### config.mk
export PLATFORM = sky130hd
export DESIGN_NAME = sh_phase_gen
export DESIGN_NICKNAME = d
export VERILOG_FILES = /design/src/rtl/sh_phase_gen.sv
export SDC_FILE = /design/constraint.sdc
export NUM_CORES = 1
export LEC_CHECK = 0
export ABC_AREA = 1
export ABC_CLOCK_PERIOD_IN_PS = 1200
export CORE_MARGIN = 2
export CORE_UTILIZATION = 44
export CTS_CLUSTER_SIZE = 24
export DETAILED_ROUTE_END_ITERATION = 10
export HOLD_SLACK_MARGIN = 0.05
export PLACE_DENSITY = 0.78
export SLEW_MARGIN = 30
export SYNTH_ARGS = -nofsm -noshare
export SYNTH_HDL_FRONTEND = slang
export SYNTH_SLANG_ARGS = --single-unit
### constraint.sdc
create_clock -name clk -period 1.2 [get_ports clk]
set_input_delay 0.36 -clock clk [delete_from_list [all_inputs] [get_ports clk]]
set_output_delay 0.36 -clock clk [all_outputs]
set_load 0.01 [all_outputs]
### src/rtl/sh_phase_gen.sv
// Two-phase non-overlapping samp/hold generator with start delay,
// dead time and sample counter. Optional burst mode: SH_BURST_EN.
// Ports: clk, rst (sync, high), en, vdd_ok in; samp, hold, busy,
// samp_done, sample_cnt out; burst_len in when SH_BURST_EN.
module sh_phase_gen #(
  parameter int SAMP_CYC  = 4,
  parameter int HOLD_CYC  = 4,
  parameter int GAP_CYC   = 1,
  parameter int START_DLY = 8,
  parameter int CNT_W     = 16
) (
  input  logic             clk,
  input  logic             rst,
  input  logic             en,
  input  logic             vdd_ok,
`ifdef SH_BURST_EN
  input  logic [CNT_W-1:0] burst_len,
`endif
  output logic             samp,
  output logic             hold,
  output logic             busy,
  output logic             samp_done,
  output logic [CNT_W-1:0] sample_cnt
);

  if (GAP_CYC < 1) begin : g_gap_chk
    $error("sh_phase_gen: GAP_CYC must be >= 1");
  end
  if (SAMP_CYC < 1 || HOLD_CYC < 1 || START_DLY < 1) begin : g_cyc_chk
    $error("sh_phase_gen: SAMP/HOLD/START_DLY must be >= 1");
  end

  localparam int M1 = (SAMP_CYC > HOLD_CYC) ? SAMP_CYC : HOLD_CYC;
  localparam int M2 = (M1 > GAP_CYC) ? M1 : GAP_CYC;
  localparam int MX = (M2 > START_DLY) ? M2 : START_DLY;
  localparam int CW = $clog2(MX + 1);

  localparam logic [CW-1:0] L_SAMP = CW'(SAMP_CYC - 1);
  localparam logic [CW-1:0] L_HOLD = CW'(HOLD_CYC - 1);
  localparam logic [CW-1:0] L_GAP  = CW'(GAP_CYC - 1);
  localparam logic [CW-1:0] L_DLY  = CW'(START_DLY - 1);

`ifdef SH_BURST_EN
  typedef enum logic [2:0] {
    S_IDLE, S_WAIT, S_SAMP, S_GAP1, S_HOLD, S_GAP2, S_DONE
  } state_t;
`else
  typedef enum logic [2:0] {
    S_IDLE, S_WAIT, S_SAMP, S_GAP1, S_HOLD, S_GAP2
  } state_t;
`endif

  state_t           r_state;
  state_t           w_next;
  logic [CW-1:0]    r_cnt;
  logic [CW-1:0]    w_cnt;
  logic             w_run;
  logic             w_fin;
  logic             w_start;
  logic             w_busy;
  logic             r_samp;
  logic             r_hold;
  logic             r_busy;
  logic             r_done;
  logic [CNT_W-1:0] r_scnt;
`ifdef SH_BURST_EN
  logic [CNT_W-1:0] r_blen;
`endif

  assign w_run   = en & vdd_ok;
  assign w_start = (r_state == S_IDLE) & w_run;

  always_comb begin
    w_next = r_state;
    w_cnt  = r_cnt + 1'b1;
    w_fin  = 1'b0;
    if (!w_run) begin
      // Losing run aborts any phase; a cut-short samp is not counted.
      w_next = S_IDLE;
      w_cnt  = '0;
    end else begin
      unique case (r_state)
        S_IDLE: begin
          w_next = S_WAIT;
          w_cnt  = '0;
        end
        S_WAIT: begin
          if (r_cnt == L_DLY) begin
            w_next = S_SAMP;
            w_cnt  = '0;
          end
        end
        S_SAMP: begin
          if (r_cnt == L_SAMP) begin
            w_next = S_GAP1;
            w_cnt  = '0;
            w_fin  = 1'b1;
          end
        end
        S_GAP1: begin
          if (r_cnt == L_GAP) begin
            w_next = S_HOLD;
            w_cnt  = '0;
          end
        end
        S_HOLD: begin
          if (r_cnt == L_HOLD) begin
            w_next = S_GAP2;
            w_cnt  = '0;
          end
        end
        S_GAP2: begin
          if (r_cnt == L_GAP) begin
            w_next = S_SAMP;
            w_cnt  = '0;
`ifdef SH_BURST_EN
            // Count was cleared on start, so it equals pulses in burst.
            if (r_blen != '0 && r_scnt == r_blen)
              w_next = S_DONE;
`endif
          end
        end
`ifdef SH_BURST_EN
        S_DONE: begin
          w_next = S_DONE;
          w_cnt  = '0;
        end
`endif
        default: begin
          w_next = S_IDLE;
          w_cnt  = '0;
        end
      endcase
    end
  end

`ifdef SH_BURST_EN
  assign w_busy = (w_next != S_IDLE) && (w_next != S_DONE);
`else
  assign w_busy = (w_next != S_IDLE);
`endif

  always_ff @(posedge clk) begin
    if (rst) begin
      r_state <= S_IDLE;
      r_cnt   <= '0;
      r_samp  <= 1'b0;
      r_hold  <= 1'b0;
      r_busy  <= 1'b0;
      r_done  <= 1'b0;
      r_scnt  <= '0;
    end else begin
      r_state <= w_next;
      r_cnt   <= w_cnt;
      // Decoding the next state keeps samp/hold exclusive by construction.
      r_samp  <= (w_next == S_SAMP);
      r_hold  <= (w_next == S_HOLD);
      r_busy  <= w_busy;
      r_done  <= w_fin;
      if (w_start)
        r_scnt <= '0;
      else if (w_fin)
        r_scnt <= r_scnt + 1'b1;
    end
  end

`ifdef SH_BURST_EN
  always_ff @(posedge clk) begin
    if (rst)
      r_blen <= '0;
    else if (w_start)
      r_blen <= burst_len;
  end
`endif

  assign samp       = r_samp;
  assign hold       = r_hold;
  assign busy       = r_busy;
  assign samp_done  = r_done;
  assign sample_cnt = r_scnt;

endmodule

==> impl_metrics.csv, run 1 <==
group,metric,value,unit
outcome,status,"finished with violations",
outcome,violations,"setup timing",
worst_setup_path,start_kind,"flop",
worst_setup_path,path_max_fanout,5,
sta,finClkSkew,0.0130,ns
sta,setup_violations,28,
global_route,grt_overflow,0,
worst_hold_path,hold_class,"in2reg",
floorplan,fp.dieH,62.1,um
sta,hold_viol_final,0,
synth,synth.area.top_cells,"dfxtp_1, nand2_1, nor2_1",
drt,drc_errors,0,
worst_setup_path,cp_slowest_cell,"dfxtp_4",
synth,synthAdderAreaFrac,0.0253,
floorplan,pin_count,24,
clocking,cts_buffers,3,
global_route,antenna_found_initial,0,
power,p_per_area,519,nW/um^2
clocking,clk_path_buf_depth,2,
synth,muxShareOfSynthArea,0,
job,drv_cap,0,
synth,avgSynthCellArea,6.60,sq um
layout,final_nets,323,
worst_setup_path,critPathArrivalTime,1.71,ns
global_route,grt_first_pass_wirelength,8.77,mm
floorplan,coreArea,3280,sq um
global_route,grt_pass1_vias,1947,
floorplan,start_util,0.452,
clocking,htree_num_levels,1,
synth,synth_nets,232,
drt,dr.pass1.iters,6,
sta,setup_tns,-3.36,ns
worst_setup_path,crit_top_cell,"nand2_1",
sta,max_freq,683,MHz
worst_setup_path,cp-end-kind,"flop",
clocking,clock_sinks,27,
synth,synthSimpleGateAreaFrac,0.426,
sta,tightest_slew,0.365,ns
drt,viasPerCell,5.32,
synth,ys_types,25,
synth,synth_top_family_by_area,"simple AND/OR/NAND/NOR gates",
layout,layout-drive-gt1-share,0.581,
clocking,cts_tree,"done",
clocking,holdBufCountCts,0,
sta,holdWs,0.569,ns
sta,rsz0062_at_grt,"true",
worst_setup_path,required,1.45,ns
power,leakage,1.24,nW
global_route,grt_max_degree,15,
drt,drt-total-wl,5.74,mm
synth,synthCells,225,
sta,relSlewSlack,0.755,
drt,wl_per_cell,15.9,um
placed_design,place.gp.congestion,0.869,
clocking,clk_pin_slew,0.17,ns
synth,yosys_warnings,0,
drt,postRouteAntennaNets,0,
synth,synth_compound_area_frac,0.0733,
power,ir_worst_vdd,0.415,mV
floorplan,row_count,21,
worst_setup_path,path_class,"reg2reg",
synth,synth_xor_area_frac,0.0177,
sta,setup_ws,-0.263,ns
layout,antenna_cells,0,
clocking,clock_latency,0.33,ns
worst_setup_path,slowest_delay,0.40,ns
drt,vias,1921,
sta,fin_crit,1.46,ns
global_route,grt_usage,0.281,
synth,syn_area,1490,sq um
synth,synth_top_area_frac,0.364,
floorplan,die_w,62.1,um
synth,yosysSeqAreaShare,0.364,
synth,ys_ff_latch,27,
clocking,cts_root_buf,"clkbuf_4",
sta,finalCritPeriodShare,1.22,
power,power,1.41,mW
drt,drtIter0Drc,187,
worst_setup_path,worstPathCellList,"ha_4 > nand3_4 > nor2_8 > buf_12 > nand2_8 > nor2_4 > nand2_1 > nand2_1 > nor2_1",
sta,maxSlewViolCount,0,
placed_design,io_buffers,23,
layout,area_growth_syn_to_layout,83.5,%
floorplan,dieArea,3860,sq um
placed_design,hpwl,2.83,mm
synth,synth_top_area_cell,"dfxtp_1",
[repair_timing]
action	in CTS	in global routing
buffers inserted	22	8
pin swaps	39	31
endpoints found under the setup margin	45	37
resized for setup	155	61
[critical path: cells and delay by family (launching register included)]
kind | cells | cell delay, ns
AND/OR/NAND/NOR | 7 | 0.66
flip-flops | 1 | 0.40
adder cells (fa/ha/maj) | 1 | 0.16
buffers and inverters | 1 | 0.15
[cell type report]
class | count | area (sq um)
multi-input cells | 163 | 1150
repair buffers | 87 | 771
flip-flops and latches | 27 | 581
fillers | 174 | 559
inverters | 34 | 143
well taps | 46 | 57.6
clock buffers | 4 | 26.3
[synthesized netlist by cell type (all sizes together)]
cell    count
dfxtp      27
xor2        2
nor3        3
buf         1
nand4       6
nand2      64
a21oi      10
o21ai      11
xnor2       1
nand3      18
ha          3
nor3b       1
nor2       43
nand3b      1
inv        34
[per-layer routing]
metal	global-route usage	share of wire	vias to the layer above
li1	-	-	892
met1	0.293	0.36	921
met2	0.564	0.55	78
met3	0.0326	0.046	30
met4	0.114	0.045	0
met5	0	0	-
[registers in the layout, summed over array words and instances, names as in the netlist]
register,flops
sample_cnt,16
r_cnt,4
r_state,3
busy,1
hold,1
samp,1
samp_done,1
[cells in the final DEF, fill, tap and decap left out, drive strengths merged]
cell type | netlist | routed
a21oi | 10 | 10
buf | 1 | 83
clkbuf | 0 | 4
clkdlybuf4s50 | 0 | 1
dfxtp | 27 | 27
dlygate4sd2 | 0 | 3
ha | 3 | 3
inv | 34 | 34
nand2 | 64 | 64
nand3 | 18 | 18
nand3b | 1 | 1
nand4 | 6 | 6
nor2 | 43 | 43
nor3 | 3 | 3
nor3b | 1 | 1
o21ai | 11 | 11
xnor2 | 1 | 1
xor2 | 2 | 2
[metrics by stage]
step	area [sq um]	std cells	utilization	setup WS (ns)
after global placement	2100	330	0.639	-0.511
after global routing	2730	361	0.830	-0.326
after CTS	2460	355	0.748	-0.163
final	2730	361	0.830	-0.263
after detailed placement	2100	330	0.639	-0.603
after floorplan	1550	225	-	-0.000132
[power by group]
part	total [mW]	internal (mW)	switching [mW]	leakage [nW]
sequential	0.890	0.888	0.00232	0.230
combinational	0.103	0.0412	0.0614	0.996
clock	0.422	0.130	0.292	0.0150
[worst paths after layout]
check	slack [ns]	startpoint	endpoint	cells past startpoint
setup / recovery	-0.26	r_cnt[1]	sample_cnt[9]	9
hold / removal	0.57	vdd_ok	r_state[0]	5
setup reg to reg	-0.26	r_cnt[1]	sample_cnt[9]	9
hold reg to reg	0.59	r_state[1]	r_state[0]	3
[cells by family after synthesis]
| group | after synthesis |
|---|---|
| xor gates and xnor gates | 3 |
| AOI/OAI and AO/OA | 21 |
| DFF | 27 |
| buffers and inverters | 35 |
| and+or+nand+nor | 136 |
| adders and majority gates | 3 |
(Power assumes the default switching activity.)
==> run 2: changes to the inputs <==
- CORE_MARGIN: 2 -> not set
==> impl_metrics.csv, run 2 (synthesized netlist as in run 1, its figures left out) <==
group,metric,value,unit
power,leakage,1.13,nW
floorplan,row_count,20,
worst_setup_path,critPathArrivalTime,1.67,ns
sta,hold_viol_final,0,
worst_setup_path,path_max_fanout,4,
sta,maxSlewViolCount,0,
drt,vias,1680,
placed_design,dp_cells,328,
clocking,clk_pin_slew,0.14,ns
worst_setup_path,cp-end-kind,"flop",
clocking,cts_buffers,3,
clocking,htree_num_levels,1,
layout,seqCellArea,581,sq um
drt,drc_errors,0,
clocking,clk_path_buf_depth,2,
layout,fin_area,2340,sq um
placed_design,place.gp.congestion,0.905,
floorplan,pin_count,24,
floorplan,coreArea,3130,sq um
power,p_per_area,583,nW/um^2
floorplan,fp.dieH,60.1,um
sta,max_freq,713,MHz
layout,antenna_cells,0,
layout,final_cells,348,
worst_setup_path,start_kind,"flop",
layout,final_cell_mix,"buf_4, nand2_1, nor2_1",
sta,relSlewSlack,0.796,
worst_setup_path,cp_slowest_cell,"dfxtp_4",
layout,multi_input_area,965,sq um
worst_hold_path,hold_class,"reg2reg",
worst_setup_path,worstPathCellList,"buf_4 > inv_2 > ha_4 > nand2_2 > nand2_2 > nand3_2 > nor2_4 > nand2_1 > nor2_1",
layout,layout-drive-gt1-share,0.487,
worst_setup_path,path_class,"reg2reg",
power,ir_worst_vdd,0.516,mV
global_route,grt_overflow,0,
drt,drt-total-wl,4.24,mm
worst_setup_path,crit_top_cell,"nand2_2",
outcome,violations,"setup timing",
global_route,grt_util_met2,0.460,
clocking,cts_tree,"done",
floorplan,dieArea,3610,sq um
layout,final_nets,312,
global_route,met3_usage,0.0216,
drt,dr.pass1.iters,4,
sta,finalCritPeriodShare,1.17,
worst_setup_path,required,1.47,ns
global_route,use_met1,0.260,
floorplan,start_util,0.475,
placed_design,io_buffers,23,
sta,setup_ws,-0.202,ns
global_route,grt_max_degree,15,
layout,largest_reg_flops,16,
clocking,clock_sinks,27,
drt,wl_per_cell,12.2,um
worst_setup_path,slowest_delay,0.39,ns
sta,finClkSkew,0.00741,ns
drt,viasPerCell,4.83,
layout,area_growth_syn_to_layout,57.9,%
global_route,grt_pass1_vias,1563,
layout,fillerInstances,242,
layout,final_common_cell,"buf_4",
clocking,clock_latency,0.33,ns
clocking,cts_root_buf,"clkbuf_4",
global_route,grt_usage,0.240,
sta,tightest_slew,0.304,ns
sta,setup_violations,27,
floorplan,die_w,60.1,um
worst_setup_path,rrSetupSlack,-0.20,ns
placed_design,hpwl,2.80,mm
outcome,status,"finished with violations",
global_route,grt_first_pass_wirelength,6.47,mm
layout,post-route-util,0.750,
sta,rsz0062_at_grt,"true",
global_route,antenna_found_initial,0,
job,drv_cap,0,
sta,fin_crit,1.40,ns
drt,drtIter0Drc,90,
drt,postRouteAntennaNets,0,
global_route,grt_busiest_layer,"met2",
placed_design,dpl_cell_area,2100,sq um
## run 2: cell types whose count changed in the layout (fill, tap and decap cells not counted), sizes merged
cell	delta
dlygate4sd2	-1
buf	-10
## run 2: where the power goes
group / total (mW) / leakage, nW / internal, mW / switching (mW)
clock: 0.396 / 0.0150 / 0.130 / 0.266
sequential: 0.889 / 0.231 / 0.887 / 0.00175
combinational: 0.0813 / 0.881 / 0.0346 / 0.0467
## run 2: metal layers
layer / up-vias / routed length, um
li1: 864 / -
met1: 762 / 1730
met3: 11 / 131
met5: - / 0
met4: 0 / 96
met2: 43 / 2280
## run 2: path summary, 6_finish.rpt
path / startpoint / end / cells past startpoint
worst max-delay path: r_cnt[1] / hold / 9
worst min-delay path: sample_cnt[1] / sample_cnt[1] / 2
worst max register to register: r_cnt[1] / hold / 9
worst min register to register: sample_cnt[1] / sample_cnt[1] / 2
## run 2: area by class of cell
class	instances	area share
multi-input combinational	163	0.411
timing repair buffer	76	0.252
sequential	27	0.248
inverter	34	0.0544
tap	44	0.0235
clock buffer	4	0.0112
## run 2: timing repair
item                                    4_1_cts  5_1_grt
gates resized for setup                     127       24
pin swaps                                    18       22
setup buffers                                10        6
hold buffers                                  0        0
endpoints found under the setup margin       46       36
## run 2: worst max-delay path, delay by kind of cell (launching register included)
family	cells	cell delay (ns)
and+or+nand+nor	6	0.63
DFF	1	0.39
buffers and inverters	2	0.19
adders and majority gates	1	0.14
## run 2: per-stage QoR
step | setup TNS, ns | total power, mW | hold WS, ns | setup WS, ns
global placement | -12.17 | 0.989 | 0.525 | -0.526
detailed placement | -12.81 | 0.991 | 0.529 | -0.550
global route | -5.56 | 1.42 | 0.605 | -0.273
CTS | -1.40 | 1.38 | 0.573 | -0.135
finish | -3.58 | 1.37 | 0.572 | -0.202
floorplan | -0.000132 | 0.952 | 0.432 | -0.000132
==> run 3: changes to the inputs <==
==> constraint.sdc (replaced) <==
create_clock -name clk -period 1.2 [get_ports clk]
set_input_delay 0.18 -clock clk [delete_from_list [all_inputs] [get_ports clk]]
set_output_delay 0.18 -clock clk [all_outputs]
set_load 0.01 [all_outputs]
==> impl_metrics.csv, run 3 (synthesized netlist as in run 1, its figures left out) <==
group,metric,value,unit
placed_design,dpl_cell_area,2040,sq um
power,pwr-share-seq,0.639,
clocking,holdBufCountCts,0,
placed_design,hpwl,2.61,mm
drt,drtIter0Drc,98,
drt,vias,1726,
layout,final_common_cell,"nand2_1",
global_route,grt_util_met2,0.405,
layout,largest_reg_flops,16,
outcome,status,"finished with violations",
power,comb_power_share,0.063,
global_route,use_met1,0.262,
sta,setup_tns,-1.88,ns
power,ir_worst_vdd,0.435,mV
sta,finClkSkew,0.00797,ns
layout,area_growth_syn_to_layout,66.2,%
drt,postRouteAntennaNets,0,
drt,wl_per_cell,12.8,um
global_route,grt_busiest_layer,"met2",
drt,drt-total-wl,4.43,mm
clocking,clk_path_buf_depth,2,
global_route,met3_usage,0.0238,
power,p_switching,0.339,mW
sta,maxSlewViolCount,0,
worst_hold_path,hold_start,"sample_cnt[15]",
clocking,cts_root_buf,"clkbuf_4",
power,p_sw_frac,0.242,
layout,layout-drive-gt1-share,0.454,
worst_setup_path,critPathArrivalTime,1.60,ns
floorplan,row_count,20,
worst_hold_path,hold_depth,2,
worst_setup_path,crit_top_cell,"nand2_4",
sta,relSlewSlack,0.846,
sta,setup_ws,-0.152,ns
outcome,violations,"setup timing",
drt,viasPerCell,4.99,
power,power,1.40,mW
layout,fin_area,2470,sq um
clocking,htree_num_levels,1,
worst_hold_path,hold_path_end,"sample_cnt[15]",
layout,final_cell_mix,"nand2_1, buf_4, inv_1",
floorplan,pin_count,24,
worst_setup_path,cp_slowest_cell,"dfxtp_2",
clocking,cts_tree,"done",
floorplan,start_util,0.475,
global_route,antenna_found_initial,0,
worst_setup_path,path_class,"reg2reg",
worst_setup_path,worstPathCellList,"inv_4 > nor2_4 > nand2_4 > nor2_8 > nand2_4 > buf_12 > o21ai_1 > a21oi_1",
placed_design,io_buffers,23,
floorplan,dieArea,3610,sq um
floorplan,fp.dieH,60.1,um
worst_setup_path,slowest_delay,0.38,ns
worst_setup_path,required,1.45,ns
floorplan,die_w,60.1,um
sta,hold_viol_final,0,
power,p_int,1.06,mW
worst_setup_path,cp-end-kind,"flop",
sta,finalCritPeriodShare,1.13,
worst_setup_path,path_max_fanout,8,
worst_setup_path,r2r_end,"sample_cnt[3]",
global_route,grt_max_degree,15,
layout,fillerInstances,200,
job,drv_cap,0,
worst_setup_path,worst-path-buf-inv,2,
power,leakage,1.22,nW
clocking,clock_sinks,27,
sta,rsz0062_at_grt,"true",
floorplan,coreArea,3130,sq um
global_route,grt_overflow,0,
worst_hold_path,hold_class,"reg2reg",
sta,tightest_slew,0.229,ns
clocking,clk_pin_slew,0.16,ns
global_route,grt_first_pass_wirelength,6.15,mm
layout,antenna_cells,0,
global_route,grt_usage,0.223,
drt,drc_errors,0,
worst_setup_path,rr_worst_depth,8,
drt,dr.pass1.iters,4,
layout,multi_input_area,1050,sq um
worst_setup_path,worstReg2RegStart,"r_state[1]",
layout,final_nets,310,
sta,max_freq,740,MHz
worst_setup_path,start_kind,"flop",
global_route,grt_pass1_vias,1523,
placed_design,place.gp.congestion,0.874,
clocking,cts_buffers,3,
power,p_per_area,567,nW/um^2
power,power_frac_clock,0.298,
layout,seqCellArea,576,sq um
clocking,clock_latency,0.33,ns
sta,fin_crit,1.35,ns
worst_setup_path,rrSetupSlack,-0.15,ns
sta,setup_violations,24,
worst_setup_path,crit_family,"simple AND/OR/NAND/NOR gates",
## run 3: changes by cell type in the layout (fill, tap and decap cells not counted), sizes merged
| cell | change |
|---|---|
| buf | -18 |
| clkdlybuf4s15 | +5 |
| clkdlybuf4s50 | +2 |
| dlygate4sd2 | +9 |
## run 3: stage by stage
stage / hold slack, ns / util / cells / setup slack, ns
2_1_floorplan: 0.252 / - / 225 / 0.00190
3_3_place_gp: 0.484 / 0.651 / 321 / -0.349
3_5_place_dp: 0.486 / 0.651 / 321 / -0.387
4_1_cts: 0.489 / 0.729 / 337 / -0.104
5_1_grt: 0.507 / 0.789 / 346 / -0.204
6_report: 0.491 / 0.789 / 346 / -0.152
## run 3: repair_timing
| action | in CTS | in global routing |
|---|---|---|
| setup buffers | 12 | 9 |
| endpoints found under the setup margin | 41 | 32 |
| pin swaps | 30 | 22 |
| gates resized for setup | 84 | 35 |
## run 3: worst max-delay path by stage
stage	start	to	slack [ns]	depth (start not counted)
final	r_state[1]	sample_cnt[3]	-0.15	8
after global routing	r_state[1]	sample_cnt[9]	-0.20	9
after CTS	sample_cnt[1]	sample_cnt[14]	-0.10	10
after detailed placement	vdd_ok	sample_cnt[10]	-0.39	10
after global placement	en	sample_cnt[8]	-0.35	10
after floorplan	sample_cnt[7]	sample_cnt[15]	0.002	7
## run 3: worst register-to-register path: stages, from the launching register on
cell and delay [ns]:
dfxtp_2 0.38, inv_4 0.06, nor2_4 0.11, nand2_4 0.09, nor2_8 0.21, nand2_4 0.10
buf_12 0.14, o21ai_1 0.12, a21oi_1 0.06
## run 3: layout make-up
cell class | instances | share of cell area
clock buffers | 4 | 0.0106
inverters | 34 | 0.0547
multi-input cells | 163 | 0.424
flip-flops and latches | 27 | 0.233
well taps | 44 | 0.0223
repair buffers | 74 | 0.255
## run 3: metal layers
metal | routed length (um) | part of all wire
met4 | 71 | 0.016
met2 | 2370 | 0.53
met3 | 133 | 0.030
met5 | 0 | 0
met1 | 1860 | 0.42
## run 3: power groups by stage
stage                     Sequential [mW]  Clock [mW]  Combinational, mW
after global routing                0.895       0.458             0.0940
after CTS                           0.893       0.415             0.0799
after global placement              0.916           0             0.0718
after detailed placement            0.916           0             0.0722
after floorplan                     0.917           0             0.0343
final                               0.894       0.417             0.0875
